[src/rtl/jump_ctrl.sv]
// Jump command controller: button edges -> jump pulses, landing score, timeout and game over.
// Optional JUMP_BUFFER_EN keeps one request made during a jump and issues it after landing.
module jump_ctrl #(
  parameter int LAND_TIMEOUT_MS = 100,
  parameter int FALL_MS         = 500,
  parameter int SCORE_W         = 8
) (
  input  logic               clk,
  input  logic               rst_n,
  input  logic               module_en,
  input  logic               one_ms_tick,
  input  logic               btn_left,
  input  logic               btn_right,
  input  logic               platform_left,
  input  logic               platform_right,
  input  logic               landed,
  output logic               jump_left,
  output logic               jump_right,
  output logic               jump_fail,
  output logic               busy,
  output logic               timeout_err,
  output logic [SCORE_W-1:0] score,
  output logic               game_over
);

  localparam int TMR_MAX = (LAND_TIMEOUT_MS > FALL_MS) ? LAND_TIMEOUT_MS : FALL_MS;
  localparam int TMR_W   = $clog2(TMR_MAX + 1);
  localparam logic [TMR_W-1:0]   LAND_LIM  = TMR_W'(LAND_TIMEOUT_MS);
  localparam logic [TMR_W-1:0]   FALL_LIM  = TMR_W'(FALL_MS);
  localparam logic [SCORE_W-1:0] SCORE_MAX = {SCORE_W{1'b1}};

  typedef enum logic [1:0] {
    IDLE      = 2'd0,
    WAIT_LAND = 2'd1,
    FALL      = 2'd2,
    OVER      = 2'd3
  } state_t;

  state_t           state_r;
  logic [TMR_W-1:0] timer_r;
  logic [TMR_W-1:0] timer_inc_s;
  logic             btn_left_q_r;
  logic             btn_right_q_r;
  logic             rise_left_s;
  logic             rise_right_s;
  logic             req_vld_s;
  logic             req_right_s;
  logic             req_plat_s;
`ifdef JUMP_BUFFER_EN
  logic             pend_vld_r;
  logic             pend_right_r;
  logic             pend_plat_r;
`endif

  assign rise_left_s  = btn_left & ~btn_left_q_r;
  assign rise_right_s = btn_right & ~btn_right_q_r;
  assign timer_inc_s  = timer_r + TMR_W'(1);

  // Select the request IDLE acts on: a buffered one has priority over a fresh edge
  always_comb begin
    req_vld_s   = 1'b0;
    req_right_s = 1'b0;
    req_plat_s  = 1'b0;
`ifdef JUMP_BUFFER_EN
    if (pend_vld_r) begin
      req_vld_s   = 1'b1;
      req_right_s = pend_right_r;
      req_plat_s  = pend_plat_r;
    end else if (rise_left_s ^ rise_right_s) begin
      req_vld_s   = 1'b1;
      req_right_s = rise_right_s;
      req_plat_s  = rise_right_s ? platform_right : platform_left;
    end else begin
      req_vld_s   = 1'b0;
    end
`else
    if (rise_left_s ^ rise_right_s) begin
      req_vld_s   = 1'b1;
      req_right_s = rise_right_s;
      req_plat_s  = rise_right_s ? platform_right : platform_left;
    end else begin
      req_vld_s   = 1'b0;
    end
`endif
  end

  // Controller FSM with registered command pulses, score and status
  always_ff @(posedge clk or negedge rst_n) begin
    if (!rst_n) begin
      state_r       <= IDLE;
      timer_r       <= {TMR_W{1'b0}};
      btn_left_q_r  <= 1'b0;
      btn_right_q_r <= 1'b0;
      jump_left     <= 1'b0;
      jump_right    <= 1'b0;
      jump_fail     <= 1'b0;
      game_over     <= 1'b0;
      busy          <= 1'b0;
      timeout_err   <= 1'b0;
      score         <= {SCORE_W{1'b0}};
`ifdef JUMP_BUFFER_EN
      pend_vld_r    <= 1'b0;
      pend_right_r  <= 1'b0;
      pend_plat_r   <= 1'b0;
`endif
    end else begin
      btn_left_q_r  <= btn_left;
      btn_right_q_r <= btn_right;
      jump_left     <= 1'b0;
      jump_right    <= 1'b0;
      jump_fail     <= 1'b0;
      game_over     <= 1'b0;
      if (!module_en) begin
        state_r <= IDLE;
        busy    <= 1'b0;
        timer_r <= {TMR_W{1'b0}};
`ifdef JUMP_BUFFER_EN
        pend_vld_r <= 1'b0;
`endif
        // Score and error are cleared once the controller sits in IDLE while disabled
        if (state_r == IDLE) begin
          score       <= {SCORE_W{1'b0}};
          timeout_err <= 1'b0;
        end
      end else begin
        case (state_r)
          IDLE: begin
            if (req_vld_s) begin
              timer_r <= {TMR_W{1'b0}};
              busy    <= 1'b1;
`ifdef JUMP_BUFFER_EN
              pend_vld_r <= 1'b0;
`endif
              if (req_plat_s) begin
                jump_left  <= ~req_right_s;
                jump_right <= req_right_s;
                state_r    <= WAIT_LAND;
              end else begin
                jump_fail  <= 1'b1;
                state_r    <= FALL;
              end
            end
          end
          WAIT_LAND: begin
`ifdef JUMP_BUFFER_EN
            if (rise_left_s ^ rise_right_s) begin
              pend_vld_r   <= 1'b1;
              pend_right_r <= rise_right_s;
              pend_plat_r  <= rise_right_s ? platform_right : platform_left;
            end
`endif
            // landed takes priority over a coinciding timeout tick
            if (landed) begin
              if (score != SCORE_MAX) score <= score + SCORE_W'(1);
              state_r <= IDLE;
              busy    <= 1'b0;
              timer_r <= {TMR_W{1'b0}};
            end else if (one_ms_tick) begin
              if (timer_inc_s >= LAND_LIM) begin
                timeout_err <= 1'b1;
                state_r     <= IDLE;
                busy        <= 1'b0;
                timer_r     <= {TMR_W{1'b0}};
`ifdef JUMP_BUFFER_EN
                pend_vld_r  <= 1'b0;
`endif
              end else begin
                timer_r <= timer_inc_s;
              end
            end
          end
          FALL: begin
            if (one_ms_tick) begin
              if (timer_inc_s >= FALL_LIM) begin
                game_over <= 1'b1;
                state_r   <= OVER;
                timer_r   <= {TMR_W{1'b0}};
              end else begin
                timer_r <= timer_inc_s;
              end
            end
          end
          OVER: begin
            busy <= 1'b1;
          end
          default: begin
            state_r <= IDLE;
            busy    <= 1'b0;
            timer_r <= {TMR_W{1'b0}};
          end
        endcase
      end
    end
  end

endmodule

[config.mk]
export PLATFORM = sky130hd
export DESIGN_NAME = jump_ctrl
export DESIGN_NICKNAME = d
export VERILOG_FILES = /design/src/rtl/jump_ctrl.sv
export SDC_FILE = /design/constraint.sdc
export NUM_CORES = 1
export LEC_CHECK = 0
export BUFFER_PORTS_ARGS = -buffer_cell sky130_fd_sc_hd__buf_2
export CAP_MARGIN = 20
export CORE_AREA = 5 5 68 70
export CTS_CLUSTER_DIAMETER = 120
export CTS_CLUSTER_SIZE = 8
export DETAILED_ROUTE_END_ITERATION = 8
export DIE_AREA = 0 0 73 75
export GPL_ROUTABILITY_DRIVEN = 0
export PLACE_DENSITY = 0.68
export RECOVER_POWER = 25
export SLEW_MARGIN = 20
export SYNTH_ARGS = -nofsm -noshare
export SYNTH_HDL_FRONTEND = slang
export SYNTH_SLANG_ARGS = --single-unit
export TNS_END_PERCENT = 10
[constraint.sdc]
create_clock -name clk -period 5.95 [get_ports clk]
set_clock_uncertainty 0.05 [all_clocks]
set_input_delay 0 -clock clk [delete_from_list [all_inputs] [get_ports clk]]
set_output_delay 0 -clock clk [all_outputs]
set_load 0.1 [all_outputs]
==> flow_summary.json, run 1 <==
{
  "maxCapViolations": 0,
  "grt_pass1_vias": 1505,
  "die-area_um2": 5475,
  "outcome": "finished clean",
  "critical_path.max_fanout": 14,
  "routed_wl_mm": 4.119,
  "cts_root_buf": "clkbuf_8",
  "htree_levels": 1,
  "cts_tree": "yes",
  "rsz0062_at_grt": "no",
  "p_leak_nw": 0.9299,
  "clk_pin_slew_ps": 100,
  "synth_ff_type": "dfrtp_1",
  "critPathKind": "flip-flop to flip-flop",
  "vias_per_cell": 5.905,
  "worstPathArrival_ps": 2650,
  "syn_to_final_growth_pct": 10.25,
  "peakVddDrop_uv": 129.0,
  "finalCriticalPeriod_ps": 2535,
  "fmax_mhz": 394.5,
  "syn_nets": 221,
  "cts_sinks": 27,
  "worst_slew_pin_slew_ps": 1455,
  "p_per_area_nw_per_um2": 272.3,
  "synth_area_um2": 1881,
  "die_h_um": 75,
  "io_pins": 23,
  "fin_nets": 242,
  "seq_area_um2": 675.6,
  "hold_buffers": 4,
  "yosysMostFrequentCell": "dfrtp_1",
  "clock_latency_ps": 280,
  "drive_gt1_share_pct": 17.86,
  "clockBufferDepth": 2,
  "finalCritPeriodShare_pct": 42.60,
  "diodes": 0,
  "netlist_top_cells_count": "dfrtp_1, nand2_1, a21oi_1",
  "yosys.area.top_type": "dfrtp_1",
  "worstPathRequired_ps": 6060,
  "nFillCells": 386,
  "postCtsSetupRepairBufs": 0,
  "synth_enable_flop_cells": 0,
  "setup_viol": 0,
  "rows": 23,
  "cts_resized": 0,
  "netlist_instances": 204,
  "fp.coreArea_um2": 3914,
  "multiInputGateArea_um2": 1122,
  "synth_area_leaders": "dfrtp_1, ha_1, a21oi_1",
  "numPortBuffers": 22,
  "synth_top_cell_area_share_pct": 35.93,
  "startpoint_type": "flip-flop",
  "cp-end-kind": "flip-flop",
  "grt_max_degree": 28,
  "ys_warn_count": 0,
  "yosysUniqueCellTypes": 60,
  "ant_nets": 0,
  "hold_path.class": "primary input to flip-flop",
  "cts_buffers": 3,
  "grt_usage_pct": 16.17,
  "ys_seq_elements": 27,
  "first_pass_iters": 4,
  "drc": 0,
  "async_flop_share_pct": 100.0,
  "start_util_pct": 48.05,
  "wl_per_cell_um": 15.03,
  "drtIter0Drc": 102,
  "report.final.slew_viol_count": 0,
  "antenna_found_initial": 0,
  "grt_pass1_wl_mm": 6.879,
  "syn_avg_cell_area_um2": 9.218,
  "synth_seq_area_share_pct": 35.93,
  "routed-via-count": 1618,
  "dpl.hpwl_mm": 3.039,
  "grt_remaining_overflow": 0,
  "hold_viol": 0,
  "relSlewSlack_pct": 2.986,
  "die_x_um": 73,
  "whs_ps": 29.11,
  "fin_setup_tns_ps": 0
}
## worst paths after layout
path / startpoint / endpoint / slack [ps] / depth (start not counted)
max: timer_r[1] / timer_r[2] / 3420 / 7
min: module_en / busy / 30 / 2
max reg2reg: timer_r[1] / timer_r[2] / 3420 / 7
min reg2reg: score[3] / score[3] / 500 / 1
max in group asynchronous: rst_n / timer_r[1] / 4460 / 2
min in group asynchronous: rst_n / jump_fail / 540 / 2
## kinds of logic after synthesis
| logic type | share of synthesized area (%) |
|---|---|
| compound gates | 28.74 |
| xor+xnor | 1.397 |
| fa+ha+maj | 5.323 |
| buf+inv | 4.391 |
| flops | 35.93 |
| mux | 1.663 |
| simple gates | 22.56 |
## state kept, by name, indices dropped and copies added, names as in the netlist
| name | flops |
|---|---|
| btn_left_q_r | 1 |
| btn_right_q_r | 1 |
| busy | 1 |
| game_over | 1 |
| jump_fail | 1 |
| jump_left | 1 |
| jump_right | 1 |
| score | 8 |
| state_r | 2 |
| timeout_err | 1 |
| timer_r | 9 |
## per-layer routing
metal | track usage, % | part of all wire, % | up-vias
li1 | - | - | 806
met2 | 26.02 | 46 | 35
met5 | 0 | 0 | -
met4 | 9.221 | 2.6 | 0
met1 | 21.45 | 48 | 770
met3 | 1.335 | 3.3 | 7
## critical path, cell delays in order, from the launching register on
cell and delay (ps):
dfrtp_1 470, ha_1 480, nand2_1 170, o31ai_1 230, a21oi_1 190, o211ai_4 390
a21boi_4 140, a221o_1 310
## per-stage QoR
step / worst slack, ps / utilization [%] / total power [mW] / cell area (um2) / cells
floorplan: 3468 / - / 0.4077 / 1881 / 204
CTS: 3426 / 53.04 / 0.5679 / 2076 / 274
detailed placement: 3446 / 50.83 / 0.4596 / 1989 / 266
global placement: 3465 / 50.83 / 0.4564 / 1989 / 266
finish: 3415 / 52.97 / 0.5645 / 2073 / 274
global route: 3185 / 52.97 / 0.6012 / 2073 / 274
## cell type report
cell class / instances / area share (%)
Clock inverter: 1 / 0.2414
Inverter: 5 / 0.9052
Timing Repair Buffer: 26 / 7.121
Clock buffer: 3 / 1.992
Tap cell: 50 / 3.017
Multi-Input combinational cell: 162 / 54.13
Sequential cell: 27 / 32.59
## where the power goes
part / switching [mW] / internal, mW / total [mW]
Clock: 0.0576 / 0.0470 / 0.105
Combinational: 0.174 / 0.0790 / 0.253
Sequential: 0.0120 / 0.195 / 0.207
## cell usage in the layout (no fill, tap or decap), types with 3 or more instances in the layout
master / count
a21oi_1: 17
a221o_1: 5
a31oi_1: 4
and2_1: 6
and3_1: 3
buf_2: 20
clkbuf_8: 3
dfrtp_1: 27
dlygate4sd3_1: 4
ha_1: 8
inv_1: 5
nand2_1: 19
nand3_1: 11
nand4b_1: 3
nor2_1: 14
nor2b_1: 6
nor3_1: 5
o21a_1: 3
o21ai_0: 8
Note: power is estimated with default switching activity, not from simulation.
==> run 2: changes to the inputs <==
clock period = 2.6 ns   (was 5.95 ns; I/O delays follow)
==> flow_summary.json, run 2 (synthesized netlist as in run 1, its figures left out) <==
{
  "antenna_found_initial": 0,
  "hold_viol": 0,
  "diodes": 0,
  "p_per_area_nw_per_um2": 617.7,
  "switching_share_pct": 43.26,
  "setup_viol": 0,
  "largestRegisters": "timer_r: 9 flops, score: 8 flops, state_r: 2 flops",
  "pwr-share-seq_pct": 36.4,
  "syn_to_final_growth_pct": 12.38,
  "internal-power_mw": 0.7407,
  "worst-r2r-cell-count": 9,
  "top_register": "timer_r",
  "p_comb_share_pct": 45.0,
  "grt_usage_pct": 16.76,
  "p_leak_nw": 0.9540,
  "routed-via-count": 1664,
  "cp-end-kind": "flip-flop",
  "outcome": "finished clean",
  "rows": 23,
  "relSlewSlack_pct": 2.949,
  "io_pins": 23,
  "critical_path.max_fanout": 6,
  "die_h_um": 75,
  "die_x_um": 73,
  "clockPowerShare_pct": 18.6,
  "grt_max_degree": 28,
  "routed_wl_mm": 4.373,
  "startpoint_type": "primary input",
  "worst_slew_pin_slew_ps": 1456,
  "worstPathArrival_ps": 2530,
  "grt_pass1_wl_mm": 7.327,
  "drive_gt1_share_pct": 20.09,
  "cts_sinks": 27,
  "largest_reg_flops": 9,
  "clock_latency_ps": 270,
  "clk_pin_slew_ps": 100,
  "fmax_mhz": 422.6,
  "min_path_cells": 2,
  "grt_pass1_vias": 1594,
  "fp.coreArea_um2": 3914,
  "peakVddDrop_uv": 361.8,
  "final_common_cell": "dfrtp_1",
  "grt_remaining_overflow": 0,
  "cts_tree": "yes",
  "hold_path.class": "primary input to flip-flop",
  "maxCapViolations": 0,
  "ant_nets": 0,
  "final_cell_mix": "dfrtp_1, buf_2, nand2_1",
  "worstPathRequired_ps": 2760,
  "cts_buffers": 3,
  "rsz0062_at_grt": "no",
  "critPathKind": "primary input to flip-flop",
  "numPortBuffers": 22,
  "die-area_um2": 5475,
  "htree_levels": 1,
  "clockBufferDepth": 2,
  "finalCriticalPeriod_ps": 2366,
  "drtIter0Drc": 85,
  "layout_setup_ws_ps": 234.0,
  "start_util_pct": 48.05,
  "cts_root_buf": "clkbuf_8",
  "first_pass_iters": 4,
  "dpl.hpwl_mm": 3.154,
  "fin_setup_tns_ps": 0,
  "report.final.slew_viol_count": 0,
  "wl_per_cell_um": 15.67,
  "finalCritPeriodShare_pct": 91.00,
  "drc": 0,
  "switching_power_mw": 0.5647,
  "vias_per_cell": 5.964,
  "fin_nets": 247,
  "pre_cts_ws_ps": 176.1
}
[run 2: changes by cell type in the layout (fill, tap and decap cells not counted), sizes merged]
cell | previous run | this run
buf | 20 | 25
[run 2: layout make-up]
type,instances,area [um2]
flip-flops and latches,27,675.6
clock inverters,1,5.005
multi-input cells,162,1125
inverters,5,18.77
repair buffers,31,185.2
fillers,394,1800
clock buffers,3,41.29
well taps,50,62.56
[run 2: what timing repair did]
item                                   CTS  global route
hold buffers                             4             0
buffers inserted                         0             0
endpoints found under the hold margin   31             0
gates resized for setup                  0             1
setup endpoints to repair                0             8
[run 2: worst paths after layout]
| path | from | to | slack, ps |
|---|---|---|---|
| max reg2reg | btn_right_q_r | timer_r[5] | 240 |
| min in group asynchronous | rst_n | score[2] | 540 |
| max in group asynchronous | rst_n | state_r[1] | 1110 |
| min | module_en | busy | 40 |
| max | btn_right | timer_r[5] | 230 |
| min reg2reg | timeout_err | timeout_err | 490 |
[run 2: routing by layer]
metal	wire length, um	vias to the layer above	GRT usage (%)	part of all wire [%]
met5	0	-	0	0
met4	69	0	6.762	1.6
met3	211	6	1.602	4.8
met2	2118	48	28.90	48
met1	1974	792	21.59	45
li1	-	818	-	-
[run 2: stage by stage]
stage,instance area (um2),hold slack (ps),power (mW),instances,utilization [%]
final,2113,43.69,1.305,279,54.00
after global routing,2113,49.19,1.381,279,54.00
after CTS,2113,32.32,1.309,279,54.00
after detailed placement,2027,-0.3290,1.060,271,51.79
after global placement,2027,-7.152,1.047,271,51.79
after floorplan,1881,-345.6,0.9330,204,-
[run 2: power groups by stage]
stage / Sequential, mW / Combinational (mW) / Clock, mW
after floorplan: 0.570 / 0.363 / 0
after global placement: 0.482 / 0.565 / 0
after detailed placement: 0.483 / 0.576 / 0
after CTS: 0.475 / 0.585 / 0.249
after global routing: 0.479 / 0.639 / 0.263
final: 0.475 / 0.588 / 0.243
[run 2: critical path, cell delays in order]
cell	delay (ps)
dlygate4sd3_1	530
buf_2	110
nor2b_1	220
ha_1	310
nor2b_1	240
a21oi_1	120
nor3_2	410
buf_4	220
nand3_1	70
a21oi_1	170
a221o_1	140
